File: config.mk
export PLATFORM = sky130hd
export DESIGN_NAME = reorder_add_sequencer_flat
export DESIGN_NICKNAME = d
export VERILOG_FILES = /design/src/rtl/reorder_add_sequencer_if.sv /design/src/rtl/reorder_add_sequencer.sv /design/src/flat_wrapper.sv
export SDC_FILE = /design/constraint.sdc
export NUM_CORES = 1
export LEC_CHECK = 0
export CORE_MARGIN = 1.5
export CORE_UTILIZATION = 44
export DETAILED_ROUTE_END_ITERATION = 8
export PLACE_DENSITY = 0.77
export SETUP_SLACK_MARGIN = 0.05
export SLEW_MARGIN = 20
export SYNTH_ARGS = -nofsm -noshare
export SYNTH_HDL_FRONTEND = slang
export SYNTH_SLANG_ARGS = --single-unit
File: constraint.sdc
create_clock -name clk -period 7.3 [get_ports clk]
set_input_delay 0.73 -clock clk [delete_from_list [all_inputs] [get_ports clk]]
set_output_delay 0.73 -clock clk [all_outputs]
set_load 0.1 [all_outputs]
File: src/rtl/reorder_add_sequencer_if.sv
// Stream-in / datapath / stream-out bundle for reorder_add_sequencer.
// master = the sequencer, slave = source, datapath and consumer side.
interface reorder_add_sequencer_if #(
  parameter int DATA_W  = 8,
  parameter int IDX_W   = 8,
  parameter int N_LANES = 9
) ();
  logic                       in_valid;
  logic                       in_ready;
  logic [DATA_W-1:0]          in_data;
  logic [IDX_W-1:0]           in_index;
  logic                       in_last;
  logic [N_LANES*DATA_W-1:0]  dp_data;
  logic [N_LANES*IDX_W-1:0]   dp_index;
  logic [N_LANES*DATA_W-1:0]  dp_res;
  logic                       out_valid;
  logic                       out_ready;
  logic [DATA_W-1:0]          out_data;
  logic                       out_last;
  logic                       busy;
  logic                       frame_done;
  logic                       err_idx;

  modport master (
    input  in_valid, in_data, in_index, in_last, dp_res, out_ready,
    output in_ready, dp_data, dp_index, out_valid, out_data, out_last,
           busy, frame_done, err_idx
  );

  modport slave (
    output in_valid, in_data, in_index, in_last, dp_res, out_ready,
    input  in_ready, dp_data, dp_index, out_valid, out_data, out_last,
           busy, frame_done, err_idx
  );
endinterface

File: src/rtl/reorder_add_sequencer.sv
// Frame sequencer for the reorder_and_add datapath: serial load, parallel drive, serial drain.
// Optional REORDER_SEQ_IDX_CHECK_EN: out-of-range indices load as 0/0 and set sticky err_idx.
//   state   | meaning
//   S_LOAD  | accept pairs into lanes 0.. until lane N_LANES-1 or in_last
//   S_WAIT  | operands held on dp buses, wait DP_LATENCY cycles, capture dp_res
//   S_DRAIN | stream res_buf out lane by lane, then clear and return to S_LOAD
module reorder_add_sequencer #(
  parameter int DATA_W     = 8,
  parameter int IDX_W      = 8,
  parameter int N_LANES    = 9,
  parameter int DP_LATENCY = 1
) (
  input  logic                   clk,
  input  logic                   rst,
  reorder_add_sequencer_if.master bus
);
  localparam int CNT_W  = $clog2(N_LANES + 1);
  localparam int WAIT_W = (DP_LATENCY > 1) ? $clog2(DP_LATENCY) : 1;

  typedef enum logic [1:0] {S_LOAD, S_WAIT, S_DRAIN} state_t;

  state_t              state_q, state_d;
  logic [CNT_W-1:0]    ld_cnt_q, ld_cnt_d;
  logic [CNT_W-1:0]    out_cnt_q, out_cnt_d;
  logic [WAIT_W-1:0]   wait_cnt_q, wait_cnt_d;
  logic [DATA_W-1:0]   data_buf_q [N_LANES];
  logic [DATA_W-1:0]   data_buf_d [N_LANES];
  logic [IDX_W-1:0]    idx_buf_q  [N_LANES];
  logic [IDX_W-1:0]    idx_buf_d  [N_LANES];
  logic [DATA_W-1:0]   res_buf_q  [N_LANES];
  logic [DATA_W-1:0]   res_buf_d  [N_LANES];
  logic                frame_done_q, frame_done_d;

  logic                load_fire;
  logic [DATA_W-1:0]   ld_data;
  logic [IDX_W-1:0]    ld_idx;

  assign load_fire = (state_q == S_LOAD) && bus.in_valid;

`ifdef REORDER_SEQ_IDX_CHECK_EN
  logic idx_bad;
  logic err_q;

  assign idx_bad     = (bus.in_index >= IDX_W'(N_LANES));
  assign ld_data     = idx_bad ? '0 : bus.in_data;
  assign ld_idx      = idx_bad ? '0 : bus.in_index;
  assign bus.err_idx = err_q;

  always_ff @(posedge clk or posedge rst) begin
    if (rst)                       err_q <= 1'b0;
    else if (load_fire && idx_bad) err_q <= 1'b1;
  end
`else
  assign ld_data     = bus.in_data;
  assign ld_idx      = bus.in_index;
  assign bus.err_idx = 1'b0;
`endif

  always_ff @(posedge clk or posedge rst) begin
    if (rst) begin
      state_q      <= S_LOAD;
      ld_cnt_q     <= '0;
      out_cnt_q    <= '0;
      wait_cnt_q   <= '0;
      data_buf_q   <= '{default: '0};
      idx_buf_q    <= '{default: '0};
      res_buf_q    <= '{default: '0};
      frame_done_q <= 1'b0;
    end else begin
      state_q      <= state_d;
      ld_cnt_q     <= ld_cnt_d;
      out_cnt_q    <= out_cnt_d;
      wait_cnt_q   <= wait_cnt_d;
      data_buf_q   <= data_buf_d;
      idx_buf_q    <= idx_buf_d;
      res_buf_q    <= res_buf_d;
      frame_done_q <= frame_done_d;
    end
  end

  always_comb begin
    state_d      = state_q;
    ld_cnt_d     = ld_cnt_q;
    out_cnt_d    = out_cnt_q;
    wait_cnt_d   = wait_cnt_q;
    data_buf_d   = data_buf_q;
    idx_buf_d    = idx_buf_q;
    res_buf_d    = res_buf_q;
    frame_done_d = 1'b0;
    case (state_q)
      S_LOAD: begin
        if (load_fire) begin
          for (int k = 0; k < N_LANES; k++) begin
            if (ld_cnt_q == CNT_W'(k)) begin
              data_buf_d[k] = ld_data;
              idx_buf_d[k]  = ld_idx;
            end
          end
          ld_cnt_d = ld_cnt_q + 1'b1;
          if (bus.in_last || (ld_cnt_q == CNT_W'(N_LANES - 1))) begin
            state_d    = S_WAIT;
            wait_cnt_d = WAIT_W'(DP_LATENCY - 1);
          end
        end
      end
      S_WAIT: begin
        if (wait_cnt_q == '0) begin
          for (int k = 0; k < N_LANES; k++)
            res_buf_d[k] = bus.dp_res[k*DATA_W +: DATA_W];
          state_d = S_DRAIN;
        end else begin
          wait_cnt_d = wait_cnt_q - 1'b1;
        end
      end
      S_DRAIN: begin
        if (bus.out_ready) begin
          if (out_cnt_q == CNT_W'(N_LANES - 1)) begin
            // unloaded lanes of the next frame must read 0, so operands clear here
            state_d      = S_LOAD;
            out_cnt_d    = '0;
            ld_cnt_d     = '0;
            data_buf_d   = '{default: '0};
            idx_buf_d    = '{default: '0};
            frame_done_d = 1'b1;
          end else begin
            out_cnt_d = out_cnt_q + 1'b1;
          end
        end
      end
      default: state_d = S_LOAD;
    endcase
  end

  logic [N_LANES*DATA_W-1:0] dp_data_c;
  logic [N_LANES*IDX_W-1:0]  dp_index_c;
  logic [DATA_W-1:0]         out_data_c;

  always_comb begin
    dp_data_c  = '0;
    dp_index_c = '0;
    out_data_c = '0;
    for (int k = 0; k < N_LANES; k++) begin
      dp_data_c[k*DATA_W +: DATA_W] = data_buf_q[k];
      dp_index_c[k*IDX_W +: IDX_W]  = idx_buf_q[k];
      if ((state_q == S_DRAIN) && (out_cnt_q == CNT_W'(k)))
        out_data_c = res_buf_q[k];
    end
  end

  assign bus.in_ready   = (state_q == S_LOAD);
  assign bus.dp_data    = dp_data_c;
  assign bus.dp_index   = dp_index_c;
  assign bus.out_valid  = (state_q == S_DRAIN);
  assign bus.out_data   = out_data_c;
  assign bus.out_last   = (state_q == S_DRAIN) && (out_cnt_q == CNT_W'(N_LANES - 1));
  assign bus.busy       = !((state_q == S_LOAD) && (ld_cnt_q == '0));
  assign bus.frame_done = frame_done_q;
endmodule

File: src/flat_wrapper.sv
// flat-port wrapper written by rule: the top's interface ports become plain ports
module reorder_add_sequencer_flat 
#(
  parameter int DATA_W     = 8,
  parameter int IDX_W      = 8,
  parameter int N_LANES    = 9,
  parameter int DP_LATENCY = 1
)
  (clk, rst, bus_in_valid, bus_in_data, bus_in_index, bus_in_last, bus_dp_res, bus_out_ready, bus_in_ready, bus_dp_data, bus_dp_index, bus_out_valid, bus_out_data, bus_out_last, bus_busy, bus_frame_done, bus_err_idx);
  reorder_add_sequencer_if #(.DATA_W(DATA_W), .IDX_W(IDX_W), .N_LANES(N_LANES)) bus_i ();
  input  logic clk;
  input  logic rst;
  input wire logic [$bits(bus_i.in_valid)-1:0] bus_in_valid;
  input wire logic [$bits(bus_i.in_data)-1:0] bus_in_data;
  input wire logic [$bits(bus_i.in_index)-1:0] bus_in_index;
  input wire logic [$bits(bus_i.in_last)-1:0] bus_in_last;
  input wire logic [$bits(bus_i.dp_res)-1:0] bus_dp_res;
  input wire logic [$bits(bus_i.out_ready)-1:0] bus_out_ready;
  output wire logic [$bits(bus_i.in_ready)-1:0] bus_in_ready;
  output wire logic [$bits(bus_i.dp_data)-1:0] bus_dp_data;
  output wire logic [$bits(bus_i.dp_index)-1:0] bus_dp_index;
  output wire logic [$bits(bus_i.out_valid)-1:0] bus_out_valid;
  output wire logic [$bits(bus_i.out_data)-1:0] bus_out_data;
  output wire logic [$bits(bus_i.out_last)-1:0] bus_out_last;
  output wire logic [$bits(bus_i.busy)-1:0] bus_busy;
  output wire logic [$bits(bus_i.frame_done)-1:0] bus_frame_done;
  output wire logic [$bits(bus_i.err_idx)-1:0] bus_err_idx;
  assign bus_i.in_valid = bus_in_valid;
  assign bus_i.in_data = bus_in_data;
  assign bus_i.in_index = bus_in_index;
  assign bus_i.in_last = bus_in_last;
  assign bus_i.dp_res = bus_dp_res;
  assign bus_i.out_ready = bus_out_ready;
  assign bus_in_ready = bus_i.in_ready;
  assign bus_dp_data = bus_i.dp_data;
  assign bus_dp_index = bus_i.dp_index;
  assign bus_out_valid = bus_i.out_valid;
  assign bus_out_data = bus_i.out_data;
  assign bus_out_last = bus_i.out_last;
  assign bus_busy = bus_i.busy;
  assign bus_frame_done = bus_i.frame_done;
  assign bus_err_idx = bus_i.err_idx;
  reorder_add_sequencer #(.DATA_W(DATA_W), .IDX_W(IDX_W), .N_LANES(N_LANES), .DP_LATENCY(DP_LATENCY)) u_core (.clk(clk), .rst(rst), .bus(bus_i));
endmodule
**Word level (Yosys, flattened, before mapping)**

Cells that the tools add are included.

- Register bits after elaboration: 228
- Input bits: 93
- Logic and storage cells: 151

- Add/sub/neg operators: 3
- Muxes and demuxes: 51
- Bitwise operators: 1
- Eq/ne operators: 32
- Reduce and logical (&&, ||, !) cells: 32

Operators with widths:

| cell | count |
|---|---|
| 2-to-1 mux 72 bit | 4 |
| case mux 72 bit (2 select lines) | 2 |
| 2-to-1 mux 8 bit | 27 |
| AND reduction 5 bit | 10 |
| equality test 4 x 3 -> 1 bit (second input constant) | 8 |
| != test 2 x 1 -> 1 bit (second input constant) | 12 |
| equality test 4 x 2 -> 1 bit (second input constant) | 4 |
| 2-to-1 mux 4 bit | 4 |
| logical AND 1 bit | 11 |
| 2-to-1 mux 2 bit | 5 |
| adder 4 x 1 -> 4 bit (second input constant) | 2 |
| equality test 4 x 1 -> 1 bit (second input constant) | 2 |
| equality test 4 bit (second input constant) | 2 |
| zero test 4 bit | 2 |
| case mux 4 bit (2 select lines) | 1 |
| 2-to-1 mux 1 bit | 6 |
| case mux 2 bit (3 select lines) | 1 |
| != test 2 bit (second input constant) | 2 |
| AND reduction 2 bit | 2 |
| AND reduction 4 bit | 1 |
| nonzero test 2 bit | 2 |
| AND reduction 3 bit | 1 |
| equality test 2 x 1 -> 1 bit (second input constant) | 1 |
| equality test 2 bit (second input constant) | 1 |
| 6 further kinds | 6 |

**Logic depth before layout (Yosys ltp)**

- Word-level depth: 11
- Depth in mapped cells: 9
- Mapped depth without buffers: 7

**Worst setup path after synthesis**

No wires, ideal clock.

- Path kind: register -> output
- Start point: reg u_core.state_q[0]
- End point: out bus_out_data[1]
- Data required time: 6.570 ns
- Path buffers: 1
- Slack: 2.675 ns
- Cell stages (with the launch flop): 7
- Data arrival time: 3.895 ns
- Cells stage by stage: dfrtp_1 buf_2 nand2b_1 inv_1 o21a_1 a221oi_1 a211oi_1

- Word-level cells in the longest chain between the ends: 11

RTL lines:

| element | line | text |
|---|---|---|
| start, declared | reorder_add_sequencer.sv:22 | `state_t state_q, state_d;` |
| start signal, assigned | reorder_add_sequencer.sv:70 | `state_q <= state_d;` |
| equality test 2 bit (*) | - |  |
| via bus_out_valid | flat_wrapper.sv:22 | `output wire logic [$bits(bus_i.out_valid)-1:0] bus_out_valid;` |
| logical AND 1 bit | reorder_add_sequencer.sv:145 | `if ((state_q == S_DRAIN) && (out_cnt_q == CNT_W'(k)))` |
| 2-to-1 mux 8 bit (8 in a row) | reorder_add_sequencer.sv:145 |  |
| 2-to-1 mux 8 bit (*) | reorder_add_sequencer.sv:145 |  |
| end, declared | flat_wrapper.sv:23 | `output wire logic [$bits(bus_i.out_data)-1:0] bus_out_data;` |

The timed path passes the listed nets; every way through them passes the cells marked *.

**Worst setup path after layout**

- Start point: reg u_core.out_cnt_q[0]
- End point: out bus_out_data[1]

- Word-level cells in the longest chain between the ends: 11

RTL lines:

| element | line | text |
|---|---|---|
| start, declared | reorder_add_sequencer.sv:24 | `logic [CNT_W-1:0] out_cnt_q, out_cnt_d;` |
| start signal, assigned | reorder_add_sequencer.sv:72 | `out_cnt_q <= out_cnt_d;` |
| zero test 4 bit | reorder_add_sequencer.sv:145 |  |
| logical AND 1 bit | reorder_add_sequencer.sv:145 |  |
| 2-to-1 mux 8 bit (8 in a row) | reorder_add_sequencer.sv:145 |  |
| 2-to-1 mux 8 bit (*) | reorder_add_sequencer.sv:145 |  |

Mark *: on every way between the ends. The rest lies on a longest branch, timed or not.

==> results.ini <==
[detailed_routing]
route.vias.total = 7326
detail_route.first_pass.iterations = 5
drt_iter0_drc = 473
routed_wl_um = 26600
detail_route.wl_per_cell_um = 19.5
avgViaCountPerCell = 5.36
drtAntennaViolNets = 0
drt_drc_violations_left = 0

[yosys]
synth-seq-area-share_pct = 61.2
synth-main-ff-cell = dfrtp_1
synthesis.nets = 956
synthCells = 855
synth_async_sr_flop_share_pct = 100
synth_area_sq_um = 9280
yosysUniqueCellTypes = 53
synth-edff-count = 0
synthesis.yosys.warnings = 0
synth.avg_cell_area_sq_um = 10.9
number_of_synthesized_register_bits = 227

[finish]
antenna-diode-count = 0
postLayoutCoreUtil_pct = 62.6
fill_cells = 1680
layoutNonFillerInstCount = 1368
layout-drive-gt1-share_pct = 11.8
signed_area_change_from_the_synthesized_netlist_to_the_final_layout_pct = 37.9
design.final.nets = 1184

[clock_network]
hold_buffers = 0
worstSkewPairLatency_ns = 0.52
postCtsSetupRepairBufs = 0
cts_root_buf = clkbuf_16
cts_sinks = 227
postCtsResizedCells = 0
clkSlewWorstSetupHoldPaths_ns = 0.06
tritoncts = yes
cts_htree_levels = 1
cts_buffers = 24
cts.path.max_buffers = 3

[placement]
placement.io_buffers = 249
dp_hpwl_um = 19200
dp_cells = 1327
place.gp.congestion = 0.922

[job]
cap_violations = 0

[floorplan]
top_level_ports = 251
die_h_um = 148
placeableCoreArea_sq_um = 20400
placementRows = 52
die-area_sq_um = 22000
initial_util_pct = 45.4
fp.dieW_um = 148

[timing]
grt_setup_unrepaired = no
final_setup_violation_count = 0
fin_setup_tns_ns = 0
hold_ws_ns = 0.473
maxSlewHeadroom_pct = 27.8
finClkSkew_ns = 0.0195
final-hold-violation-count = 0
timing.final.crit_share_pct = 64.1
final_number_of_max_transition_violations = 0
min_period_ns = 4.68
worst-slew-pin-transition_ns = 1.08
fmax_mhz = 214

[grt]
antenna_found_initial = 1
grt_first_pass_wirelength_um = 41500
overflow = 0
grtUsageTotal_pct = 24.5
maximum_number_of_pins_on_one_net_before_global_route_repair = 101
grt_pass1_vias = 7311

[setup_path]
crit_required_ns = 6.57
critical_path.startpoint_type = register
criticalPathCategory = reg2out
critPathCaptureType = output port
crit_buf_inv = 1
critical_path_peak_fanout = 11
cp_slowest_cell = clkdlybuf4s50_1
crit_chain = ha_1 -> nand3b_1 -> nor3_1 -> a22oi_1 -> a2bb2oi_1 -> a211oi_1 -> clkdlybuf4s50_1
regToRegSetupSlack_ns = 4.34
cp_data_arrival_time_ns = 3.95
largest_stage_delay_on_the_critical_path_ns = 1.19
worst_path_dominant_cell_family = buffers and inverters

[outcome]
run_status = complete, no violations

[worst_hold_path]
worstHoldPathType = reg2reg

## path summary, 6_finish.rpt
kind                                                    start                                 end  cells after the start
setup / recovery              u_core.out_cnt_q[0]$_DFFE_PP0P_                     bus_out_data[1]                      7
hold / removal             u_core.bus.dp_data[27]$_DFFE_PP0P_  u_core.bus.dp_data[27]$_DFFE_PP0P_                      2
setup reg to reg              u_core.out_cnt_q[1]$_DFFE_PP0P_  u_core.bus.dp_data[37]$_DFFE_PP0P_                      8
hold reg to reg            u_core.bus.dp_data[27]$_DFFE_PP0P_  u_core.bus.dp_data[27]$_DFFE_PP0P_                      2
max in group asynchronous                                 rst  u_core.bus.dp_data[64]$_DFFE_PP0P_                      3
min in group asynchronous                                 rst  u_core.bus.dp_data[27]$_DFFE_PP0P_                      2
## cells by family after synthesis
kind of cell	count (synthesis)	share of synthesized area [%]
AOI/OAI and AO/OA	233	14.4
and+or+nand+nor	247	11.5
DFF	227	61.2
muxes	74	8.97
adders and majority gates	8	1.08
other	1	0.0404
buffers and inverters	65	2.78
## worst reg2reg max path, cell delays in order (launching register included)
cell	delay, ns
dfrtp_1	0.42
inv_1	0.11
ha_1	0.44
nand4b_1	0.33
a211oi_1	0.31
buf_4	0.23
nand2_1	0.54
nand2_1	0.28
o21ai_0	0.13
## cells in the final DEF (no fill, tap or decap), types with 3 or more instances in the layout
master and n:
a31oi_1 3, and3b_1 6, a21o_1 6, o21ai_0 161
o221ai_1 3, dfrtp_1 227, inv_1 11, o22ai_1 5
o21ai_2 3, nand2_1 187, a22oi_1 4, a2bb2oi_1 3
clkdlybuf4s50_1 249, nor2_1 16, o22a_1 3, buf_4 6
clkinv_2 3, o211ai_1 3, nand3_1 3, nand2b_1 4
clkbuf_8 9, nor3_1 6, a21oi_1 15, mux2_2 73
clkbuf_16 24, nor2b_1 5, ha_1 8, nand3b_1 4
## final cells by class
cell class	instances	area, sq um	share of cell area (%)
flip-flops and latches	227	5680	44.4
multi-input cells	563	3370	26.3
repair buffers	255	2540	19.8
clock buffers	35	732	5.72
well taps	270	338	2.64
clock inverters	6	91.3	0.714
inverters	12	52.6	0.411
## stage by stage
| step | setup WS, ns | cell area (sq um) |
|---|---|---|
| after detailed placement | 3.22 | 12000 |
| after global placement | 3.22 | 12000 |
| final | 2.62 | 12800 |
| after global routing | 2.43 | 12800 |
| after floorplan | 0.350 | 9280 |
| after CTS | 2.61 | 12800 |
## metal layers
| metal | vias up | track usage, % | share of wire [%] |
|---|---|---|---|
| met5 | - | 0 | 0 |
| met4 | 0 | 8.37 | 3.3 |
| met3 | 57 | 5.18 | 7.2 |
| met2 | 292 | 41.5 | 48 |
| met1 | 3567 | 31.5 | 41 |
| li1 | 3410 | - | - |
## Yosys cell counts, types with 2 or more instances
library cell / number / area [sq um]
o31ai_1: 2 / 15.0
inv_1: 12 / 45.0
a211o_1: 2 / 17.5
and2_1: 2 / 12.5
nand2_1: 187 / 702
nand2b_1: 5 / 31.3
a21o_1: 6 / 45.0
o21ai_1: 3 / 15.0
and3b_1: 6 / 52.6
o2bb2ai_1: 2 / 17.5
a2bb2oi_1: 3 / 26.3
nand3_1: 3 / 15.0
or3b_4: 2 / 22.5
clkbuf_1: 49 / 184
a32oi_1: 2 / 17.5
nand4_1: 2 / 12.5
a221oi_1: 2 / 17.5
nand4b_1: 2 / 17.5
nor3b_1: 2 / 15.0
a21oi_1: 15 / 75.1
a211oi_1: 2 / 15.0
or2_2: 2 / 12.5
o21ai_0: 162 / 811
a221o_1: 2 / 20.0
nor2b_1: 5 / 31.3
o221ai_1: 3 / 26.3
mux2_2: 73 / 822
a31oi_1: 3 / 18.8
ha_1: 8 / 100
o22a_1: 3 / 26.3
nor2_1: 16 / 60.1
buf_2: 2 / 10.0
o22ai_1: 5 / 31.3
nand3b_1: 4 / 30.0
dfrtp_1: 227 / 5680
a22oi_1: 4 / 30.0
o211ai_1: 3 / 22.5
o21a_1: 2 / 15.0
nor3_1: 6 / 30.0
## sequential cells by signal, summed over array words and instances, names as in the netlist
register and flops:
u_core.bus.frame_done 1, u_core.state_q 2, u_core.res_buf_q 72, u_core.out_cnt_q 4, u_core.bus.dp_index 72, u_core.ld_cnt_q 4
u_core.bus.dp_data 72
Power is left out: the tool's default activity adds up to more than one toggle a clock period on the data nets, which glitch-free logic cannot reach.
